## src/rtl/serial_adder.sv

```systemverilog
// Bit-serial adder: one full_adder cell, LSB first, registered carry, start/busy/done handshake.
// Latency: start accepted at edge k, done pulses in the cycle after edge k+WIDTH.
// Backpressure: start is ignored while busy. The next start can be accepted in the done cycle.
module serial_adder #(
    parameter int WIDTH = 8
) (
    input  logic             clk,
    input  logic             rst_n,
    input  logic             start,
    input  logic [WIDTH-1:0] a,
    input  logic [WIDTH-1:0] b,
    input  logic             cin,
    output logic             busy,
    output logic             done,
    output logic [WIDTH-1:0] sum,
    output logic             cout
);
    localparam int CW = $clog2(WIDTH + 1);

    typedef enum logic [1:0] {IDLE, RUN, DONE} state_t;

    state_t           state;
    logic [WIDTH-1:0] a_sh;
    logic [WIDTH-1:0] b_sh;
    logic [WIDTH-1:0] sum_sh;
    logic             carry;
    logic [CW-1:0]    cnt;
    logic             fa_s;
    logic             fa_cout;
    logic [WIDTH-1:0] sum_next;

    full_adder u_fa (
        .A   (a_sh[0]),
        .B   (b_sh[0]),
        .Cin (carry),
        .S   (fa_s),
        .Cout(fa_cout)
    );

    // The current S enters at the MSB, so after WIDTH shifts bit 0 is back at the LSB.
    assign sum_next = {fa_s, sum_sh[WIDTH-1:1]};

    always_ff @(posedge clk or negedge rst_n) begin
        if (!rst_n) begin
            state  <= IDLE;
            a_sh   <= '0;
            b_sh   <= '0;
            sum_sh <= '0;
            carry  <= 1'b0;
            cnt    <= '0;
            busy   <= 1'b0;
            done   <= 1'b0;
            sum    <= '0;
            cout   <= 1'b0;
        end else begin
            case (state)
                IDLE, DONE: begin
                    done <= 1'b0;
                    if (start) begin
                        a_sh  <= a;
                        b_sh  <= b;
                        carry <= cin;
                        cnt   <= '0;
                        busy  <= 1'b1;
                        state <= RUN;
                    end else begin
                        state <= IDLE;
                    end
                end
                RUN: begin
                    a_sh   <= a_sh >> 1;
                    b_sh   <= b_sh >> 1;
                    sum_sh <= sum_next;
                    carry  <= fa_cout;
                    cnt    <= cnt + CW'(1);
                    if (cnt == CW'(WIDTH - 1)) begin
                        sum   <= sum_next;
                        cout  <= fa_cout;
                        busy  <= 1'b0;
                        done  <= 1'b1;
                        state <= DONE;
                    end
                end
                default: begin
                    busy  <= 1'b0;
                    done  <= 1'b0;
                    state <= IDLE;
                end
            endcase
        end
    end
endmodule

// One-bit full adder cell driven by the serial sequencer above.
module full_adder (
    input  logic A,
    input  logic B,
    input  logic Cin,
    output logic S,
    output logic Cout
);
    assign S    = A ^ B ^ Cin;
    assign Cout = (A & B) | (Cin & (A ^ B));
endmodule

```

## config.mk

```make
export PLATFORM = sky130hd
export DESIGN_NAME = serial_adder
export DESIGN_NICKNAME = d
export VERILOG_FILES = /design/src/rtl/serial_adder.sv
export SDC_FILE = /design/constraint.sdc
export NUM_CORES = 1
export LEC_CHECK = 0
export CORE_UTILIZATION = 54
export DETAILED_ROUTE_END_ITERATION = 7
export HOLD_SLACK_MARGIN = 0.06
export PLACE_DENSITY = 0.79
export SYNTH_ARGS = -nofsm -noshare
export SYNTH_HDL_FRONTEND = slang
export SYNTH_SLANG_ARGS = --single-unit
```

## constraint.sdc

```tcl
create_clock -name clk -period 2.65 [get_ports clk]
set_input_delay 0.795 -clock clk [delete_from_list [all_inputs] [get_ports clk]]
set_output_delay 0.795 -clock clk [all_outputs]
set_load 0.005 [all_outputs]
```

# ---- Word level (Yosys, flattened, before mapping)
# Cells that the tools add are included.
dict set report totals {
  ff_bits 42
  latchBits 0
  mem_bits_rw 0
  romBits 0
  in_bits 20
  output_inout_bits 11
  wordCells 43
  mem_count 0
}
dict set report classes {
  add_sub_neg 1
  n_mul 0
  div 0
  order_cmp 0
  n_eq_ne 5
  shifts 0
  muxes 16
  bitwise 5
  reduce_logical 6
}
# operator n
set op_table {}
lappend op_table {{$pmux W8 S2} 2}
lappend op_table {{$mux W8} 2}
lappend op_table {{$pmux W4 S2} 1}
lappend op_table {{$mux W1} 6}
lappend op_table {{$reduce_and A2 Y1} 3}
lappend op_table {{$add A4 B1 Y4 const B} 1}
lappend op_table {{$eq A4 B3 Y1 const B} 1}
lappend op_table {{$mux W4} 1}
lappend op_table {{$ne A2 B2 Y1 const B} 2}
lappend op_table {{$pmux W1 S2} 2}
lappend op_table {{$pmux W2 S2} 1}
lappend op_table {{$and A1 B1 Y1} 2}
lappend op_table {{$eq A2 B1 Y1 const B} 1}
lappend op_table {{$eq A2 B2 Y1 const B} 1}
lappend op_table {{$logic_not A2 Y1} 1}
lappend op_table {{$mux W2} 1}
lappend op_table {{$reduce_bool A2 Y1} 1}
lappend op_table {{$reduce_or A2 Y1} 1}
lappend op_table {{$xor A1 B1 Y1} 2}
lappend op_table {{$or A1 B1 Y1} 1}

# ---- Depth between registers and ports, before layout
# Gate-level depths: netlist (run 1).
dict set report logic_depth {
  ltp_word 4
  ltp_mapped 5
  depth_no_buf 4
}

# ---- Modules after synthesis
# From an unflattened synthesis (run 1), not the netlist that was laid out.
dict set report unflattened {
  hier_cells 114
  hier_area_um2 1664.1
}
# module n_inst cells_per_inst area_per_inst_um2 seq_area_each_um2
set by_module_without_submodules {}
lappend by_module_without_submodules {serial_adder 1 113 1644.1 1001.0}
lappend by_module_without_submodules {full_adder 1 1 20.0 0.0}

# ---- Worst setup path before layout (run 1)
# Ideal clock, no wire load.
dict set report synth_path {
  path_kind {input-to-reg}
  start {in start}
  end {reg cnt[2]}
  arrival_time_ps 1553
  required_ps 2532
  slack_ps 979
  stages 4
  path_buffers 1
  path_cell_list {nor2b_1 -> clkbuf_1 -> mux2i_1 -> a21o_1}
}
dict set report synth_between {
  elab_chain_len 2
}
# element line
set synth_lines {}
lappend synth_lines {{start: declaration} 9} ;# input logic start,
lappend synth_lines {{$ne A2 B2 Y1 (no source line)} n/a}
lappend synth_lines {{$reduce_and A2 Y1 (no source line)} n/a}
lappend synth_lines {{end signal: assignment} 75} ;# cnt <= cnt + CW'(1);
lappend synth_lines {{end: declaration} 27} ;# logic [CW-1:0] cnt;
# Every way passes these cells.
# A chain may end at the register's enable or synchronous reset.

# ---- Final worst setup path (run 1)
dict set report layout_path {
  start {reg busy}
  end {out busy}
}
# element line
set layout_lines {}
lappend layout_lines {{start: declaration} 13} ;# output logic busy,
lappend layout_lines {{start signal: assignment} 51} ;# busy <= 1'b0;
lappend layout_lines {{start signal: assignment} 64} ;# busy <= 1'b1;
lappend layout_lines {{start signal: assignment} 79} ;# busy <= 1'b0;
# No word-level cell between the ends.

==> results of run 1 <==
power by group:
group	switching, uW	internal, uW
clock	191	130
sequential	173	895
combinational	379	581
how the worst min path moves through the flow:
stage / from / end / slack (ps) / cells after the start
6_report: a_sh[5]$_DFFE_PN0P_ / a_sh[5]$_DFFE_PN0P_ / 490 / 1
5_1_grt: a_sh[2]$_DFFE_PN0P_ / a_sh[2]$_DFFE_PN0P_ / 520 / 1
4_1_cts: b_sh[5]$_DFFE_PN0P_ / b_sh[5]$_DFFE_PN0P_ / 500 / 1
3_5_place_dp: b_sh[5]$_DFFE_PN0P_ / b_sh[5]$_DFFE_PN0P_ / 470 / 1
3_3_place_gp: a_sh[6]$_DFFE_PN0P_ / a_sh[6]$_DFFE_PN0P_ / 460 / 1
2_1_floorplan: a_sh[1]$_DFFE_PN0P_ / a_sh[1]$_DFFE_PN0P_ / 450 / 1
placed cells by master (no fill, tap or decap), drive strengths merged:
cell and count:
nand4 1, clkbuf 7, and4b 1, nor2b 2
clkdlybuf4s50 29, clkinvlp 1, nor2 2, ha 1
buf 3, mux2 17, dfrtp 40, a21o 17
a22o 18, o21ai 1, fa 1, nand3b 2
mux2i 2, nand2b 1, and3b 1
metrics by stage:
step / util, % / power, uW / instances
floorplan: - / 1743 / 114
global placement: 69.13 / 1986 / 170
detailed placement: 69.13 / 2059 / 170
CTS: 71.34 / 2382 / 178
global route: 71.34 / 2524 / 178
finish: 71.34 / 2349 / 178
metal layers:
metal	wire length [um]	GRT usage (%)	vias up
met4	60	10.45	0
li1	-	-	491
met3	90	4.762	8
met2	1435	32.23	21
met1	1290	26.41	521
met5	0	0	-
registers in the layout (all words and copies together), names as in the netlist:
register and count:
sum_sh 7, state 1, carry 1, sum 8
done 1, cout 1, cnt 4, b_sh 8
busy 1, a_sh 8
cells by family (layout without fill, tap and decap cells):
group | Yosys count | count (layout) | synth area share, %
DFF | 40 | 40 | 60.38
AOI/OAI and AO/OA | 36 | 36 | 17.51
muxes | 19 | 19 | 12.75
buffers and inverters | 7 | 40 | 3.094
and+or+nand+nor | 10 | 10 | 4.303
adders and majority gates | 2 | 2 | 1.962
worst reg2reg max path, delay by kind of cell, from the launching register on:
| kind | cells | cell delay (ps) |
|---|---|---|
| and+or+nand+nor | 2 | 1000 |
| muxes | 1 | 390 |
| DFF | 1 | 410 |
layout make-up:
cell class	count	share of cell area (%)
Clock buffer	7	2.728
Multi-Input combinational cell	67	30.01
Timing Repair Buffer	32	15.38
Tap cell	31	1.922
Sequential cell	40	49.60
Clock inverter	1	0.3720
==> impl_metrics.env, run 1 <==
export IMPL_slowest_delay_ps=520
export IMPL_grtUsageTotal_pct=20.41
export IMPL_grt_pass1_wl_um=4912
export IMPL_timing_rr_end="sum[7]$_DFFE_PN0P_"
export IMPL_cts_sinks=40
export IMPL_ff2ff_path_depth=3
export IMPL_max_clock_freq_ghz=0.4897
export IMPL_violations="DRC"
export IMPL_holdWs_ps=493.4
export IMPL_critPathArrivalTime_ps=1250
export IMPL_peakVddDrop_mv=0.7383
export IMPL_min_period_ps=2042
export IMPL_synth_most_common_cell="dfrtp_1"
export IMPL_post_cts_resized=0
export IMPL_tns_ps=0
export IMPL_route_detailed_drc=1
export IMPL_slew_headroom_pct=43.13
export IMPL_synth_fp_nets=136
export IMPL_synth_area_leaders="dfrtp_1 (60%), mux2_2 (12%), a22o_1 (9.5%), a21o_1 (7.7%), buf_6 (1.4%)"
export IMPL_synth_area_per_cell_um2=14.54
export IMPL_critPathLaunch="busy$_DFFE_PN0P_"
export IMPL_nets=168
export IMPL_root_buffer="clkbuf_4"
export IMPL_cts_inserted_buffers=5
export IMPL_crit_path_cell_trace="clkdlybuf4s50_1"
export IMPL_grt_pass1_vias=1046
export IMPL_syn_to_final_growth_pct=21.74
export IMPL_rsz0062_at_grt="false"
export IMPL_status="complete, but fails checks"
export IMPL_finalSetupViolCount=0
export IMPL_hpwl_um=1974
export IMPL_clk_pin_slew_ps=120
export IMPL_clk_latency_ps=350
export IMPL_die_h_um=57.41
export IMPL_hp_class="reg -> reg"
export IMPL_syn_instance_count=114
export IMPL_crit_slowest_cell="clkdlybuf4s50_1"
export IMPL_synth_top_cell_area_share_pct=60.38
export IMPL_core_um2=2829
export IMPL_place_gp_congestion=0.6867
export IMPL_pin_count=31
export IMPL_crit_end="busy"
export IMPL_layout_setup_ws_ps=607.8
export IMPL_regArea_um2=1001
export IMPL_fill_cells=220
export IMPL_synth_warnings=0
export IMPL_cap_violations=0
export IMPL_cts_htree_levels=2
export IMPL_slew_viol_final=0
export IMPL_port_buffers=30
export IMPL_diodes=0
export IMPL_place_area_um2=1956
export IMPL_yosys_most_used_dff="dfrtp_1"
export IMPL_synth_top_cell_by_area="dfrtp_1"
export IMPL_r2r_setup_slack_ps=740
export IMPL_worst_pin_slew_ps=853.1
export IMPL_ys_ff_latch=40
export IMPL_antenna_left=0
export IMPL_drive_above_1_share_pct=19.73
export IMPL_cts_setup_buffers=0
export IMPL_overflow=0
export IMPL_synth_edf_count=0
export IMPL_seq_area_frac_synth_pct=60.38
export IMPL_finalHoldViolCount=0
export IMPL_vias_per_cell=5.848
export IMPL_r2r_start="done$_DFFE_PN0P_"
export IMPL_p_leak_uw=0.0009930
export IMPL_wl_per_cell_um=16.15
export IMPL_die_w_um=57.41
export IMPL_routed_wl_um=2875
export IMPL_cp_num_buf_inv=1
export IMPL_grt_max_degree=41
export IMPL_path_max_fanout=3
export IMPL_ctsHoldBuffers=0
export IMPL_synth_area_um2=1658
export IMPL_grt_antenna_before_repair=0
export IMPL_clockBufferDepth=2
export IMPL_worstPathRequired_ps=1860
export IMPL_dpl_worst_slack_ps=338.3
export IMPL_cp_depth=1
export IMPL_dieArea_um2=3296
export IMPL_synthTopCellsByCount="dfrtp_1 (40), a22o_1 (18), a21o_1 (17), mux2_2 (17)"
export IMPL_critPathTopFamily="buffers and inverters"
export IMPL_fin_skew_ps=12.70
export IMPL_detailedRoute_firstPassIterationCount=6
export IMPL_cts_tree="built"
export IMPL_num_rows=19
export IMPL_start_kind="flip-flop"
export IMPL_async_flop_share_pct=100.0
export IMPL_fin_area_um2=2018
export IMPL_worstSetupEndpointType="output port"
export IMPL_multi_input_area_um2=605.6
export IMPL_period_share_pct=77.07
export IMPL_dr_total_vias=1041
export IMPL_initial_utilization_pct=58.60
export IMPL_synth_cell_type_count=21
export IMPL_p_per_area_nw_per_um2=1164
export IMPL_initialDrtViolationCount=18
export IMPL_critPathKind="reg -> out"
(Power assumes the default switching activity.)
==> run 2, diff against run 1 <==
CORE_UTILIZATION = 51   (was 54)
PLACE_DENSITY = 0.75   (was 0.79)
clock period = 2 ns   (was 2.65 ns; I/O delays follow)
==> impl_metrics.env, run 2 (same netlist as run 1, synthesis figures left out) <==
export IMPL_wl_per_cell_um=14.31
export IMPL_drive_above_1_share_pct=22.00
export IMPL_grt_pass1_vias=1026
export IMPL_hp_class="in -> async"
export IMPL_start_kind="flip-flop"
export IMPL_multi_input_area_um2=605.6
export IMPL_cap_violations=0
export IMPL_cts_inserted_buffers=5
export IMPL_antenna_left=0
export IMPL_critPathKind="reg -> out"
export IMPL_slowest_delay_ps=510
export IMPL_comb_power_share_pct=40.0
export IMPL_place_gp_congestion=0.7654
export IMPL_critPathTopFamily="buffers and inverters"
export IMPL_topRoutingLayerUsed="met4"
export IMPL_cts_sinks=40
export IMPL_finalHoldViolCount=0
export IMPL_dr_wl_met2_um=1304
export IMPL_seqPwrFrac_pct=42.6
export IMPL_grt_antenna_before_repair=0
export IMPL_worstPathRequired_ps=1400
export IMPL_dr_total_vias=1033
export IMPL_pin_count=31
export IMPL_reg_top3="a_sh: 8 flops, b_sh: 8 flops, sum: 8 flops"
export IMPL_cp_num_buf_inv=1
export IMPL_final_cell_mix="dfrtp_1 (40), clkdlybuf4s50_1 (29), a22o_1 (18), a21o_1 (17), mux2_2 (17)"
export IMPL_final_common_cell="dfrtp_1"
export IMPL_overflow=0
export IMPL_clockBufferDepth=2
export IMPL_core_um2=3078
export IMPL_holdWs_ps=221.4
export IMPL_finalSetupViolCount=0
export IMPL_intPower_uw=2339
export IMPL_crit_path_cell_trace="clkdlybuf4s50_1"
export IMPL_post_cts_resized=0
export IMPL_clk_latency_ps=340
export IMPL_num_rows=20
export IMPL_path_max_fanout=3
export IMPL_clkPwrFrac_pct=17.5
export IMPL_diodes=0
export IMPL_detailedRoute_firstPassIterationCount=3
export IMPL_slew_viol_final=0
export IMPL_regArea_um2=1001
export IMPL_hpwl_um=1918
export IMPL_timing_rr_end="sum[7]$_DFFE_PN0P_"
export IMPL_ff2ff_path_depth=3
export IMPL_min_period_ps=1854
export IMPL_critPathArrivalTime_ps=1250
export IMPL_p_switching_uw=980.3
export IMPL_die_h_um=59.02
export IMPL_p_leak_uw=0.001032
export IMPL_tns_ps=0
export IMPL_initial_utilization_pct=53.86
export IMPL_ctsHoldBuffers=0
export IMPL_clk_pin_slew_ps=110
export IMPL_root_buffer="clkbuf_4"
export IMPL_fill_cells=246
export IMPL_p_per_area_nw_per_um2=1579
export IMPL_dieArea_um2=3483
export IMPL_rsz0062_at_grt="false"
export IMPL_nets=171
export IMPL_worstSetupEndpointType="output port"
export IMPL_fin_skew_ps=8.934
export IMPL_grt_max_degree=30
export IMPL_grt_pass1_wl_um=4795
export IMPL_cts_setup_buffers=0
export IMPL_vias_per_cell=5.325
export IMPL_cts_tree="built"
export IMPL_r2r_start="cnt[0]$_DFFE_PN0P_"
export IMPL_crit_slowest_cell="clkdlybuf4s50_1"
export IMPL_grtUsageTotal_pct=19.18
export IMPL_period_share_pct=92.68
export IMPL_initialDrtViolationCount=38
export IMPL_met3_length_um=112
export IMPL_slew_headroom_pct=65.02
export IMPL_max_clock_freq_ghz=0.5395
export IMPL_peakVddDrop_mv=0.9263
export IMPL_r2r_setup_slack_ps=400
export IMPL_status="finished, final reports clean"
export IMPL_wl_met1_um=1313
export IMPL_syn_to_final_growth_pct=26.79
export IMPL_routed_wl_um=2777
export IMPL_swShare_pct=29.53
export IMPL_route_detailed_drc=0
export IMPL_port_buffers=30
export IMPL_cts_htree_levels=2
export IMPL_worst_pin_slew_ps=524.7
export IMPL_die_w_um=59.02
-- run 2: cell count changes in the layout (fill, tap and decap cells not counted) --
cell        previous run  this run
buf_12                 0         1
buf_4                  2         4
bufinv_16              0         1
clkbuf_1               1         0
clkbuf_8               1         2
clkinvlp_4             1         0
-- run 2: worst max path at each step --
stage / cells after the start / endpoint / start / slack [ps]
global placement: 5 / cnt[2]$_DFFE_PN0P_ / start / 90
CTS: 1 / done / done$_DFFE_PN0P_ / 130
detailed placement: 5 / cnt[2]$_DFFE_PN0P_ / start / 90
global route: 1 / done / done$_DFFE_PN0P_ / 70
finish: 1 / done / done$_DFFE_PN0P_ / 150
floorplan: 4 / cnt[2]$_DFFE_PN0P_ / start / 520
-- run 2: power groups by stage --
stage	registers (uW)	logic, uW	clock network, uW
after floorplan	1380	926	0
after global placement	1410	1300	0
after detailed placement	1430	1330	0
after CTS	1410	1350	598
after global routing	1460	1460	623
final	1410	1330	579
-- run 2: metrics by stage --
stage               area, um2  power (uW)  instances  util (%)  setup slack, ps
finish                   2102        3319        194     68.29            146.4
global route             2102        3549        194     68.29            72.91
CTS                      2102        3359        194     68.29            128.3
detailed placement       2007        2767        186     65.20            89.13
global placement         2007        2701        186     65.20            89.26
floorplan                1658        2309        114         -            524.4
-- run 2: routing by layer --
layer / up-vias / GRT usage (%)
met1: 518 / 24.74
met5: - / 0
met3: 5 / 6.550
met2: 18 / 30.19
li1: 492 / -
met4: 0 / 7.143
-- run 2: layout make-up --
cell class / instances / share of cell area (%)
Timing Repair Buffer: 35 / 16.43
Tap cell: 44 / 2.619
Clock buffer: 7 / 3.095
Sequential cell: 40 / 47.62
Multi-Input combinational cell: 67 / 28.81
Clock inverter: 1 / 1.429
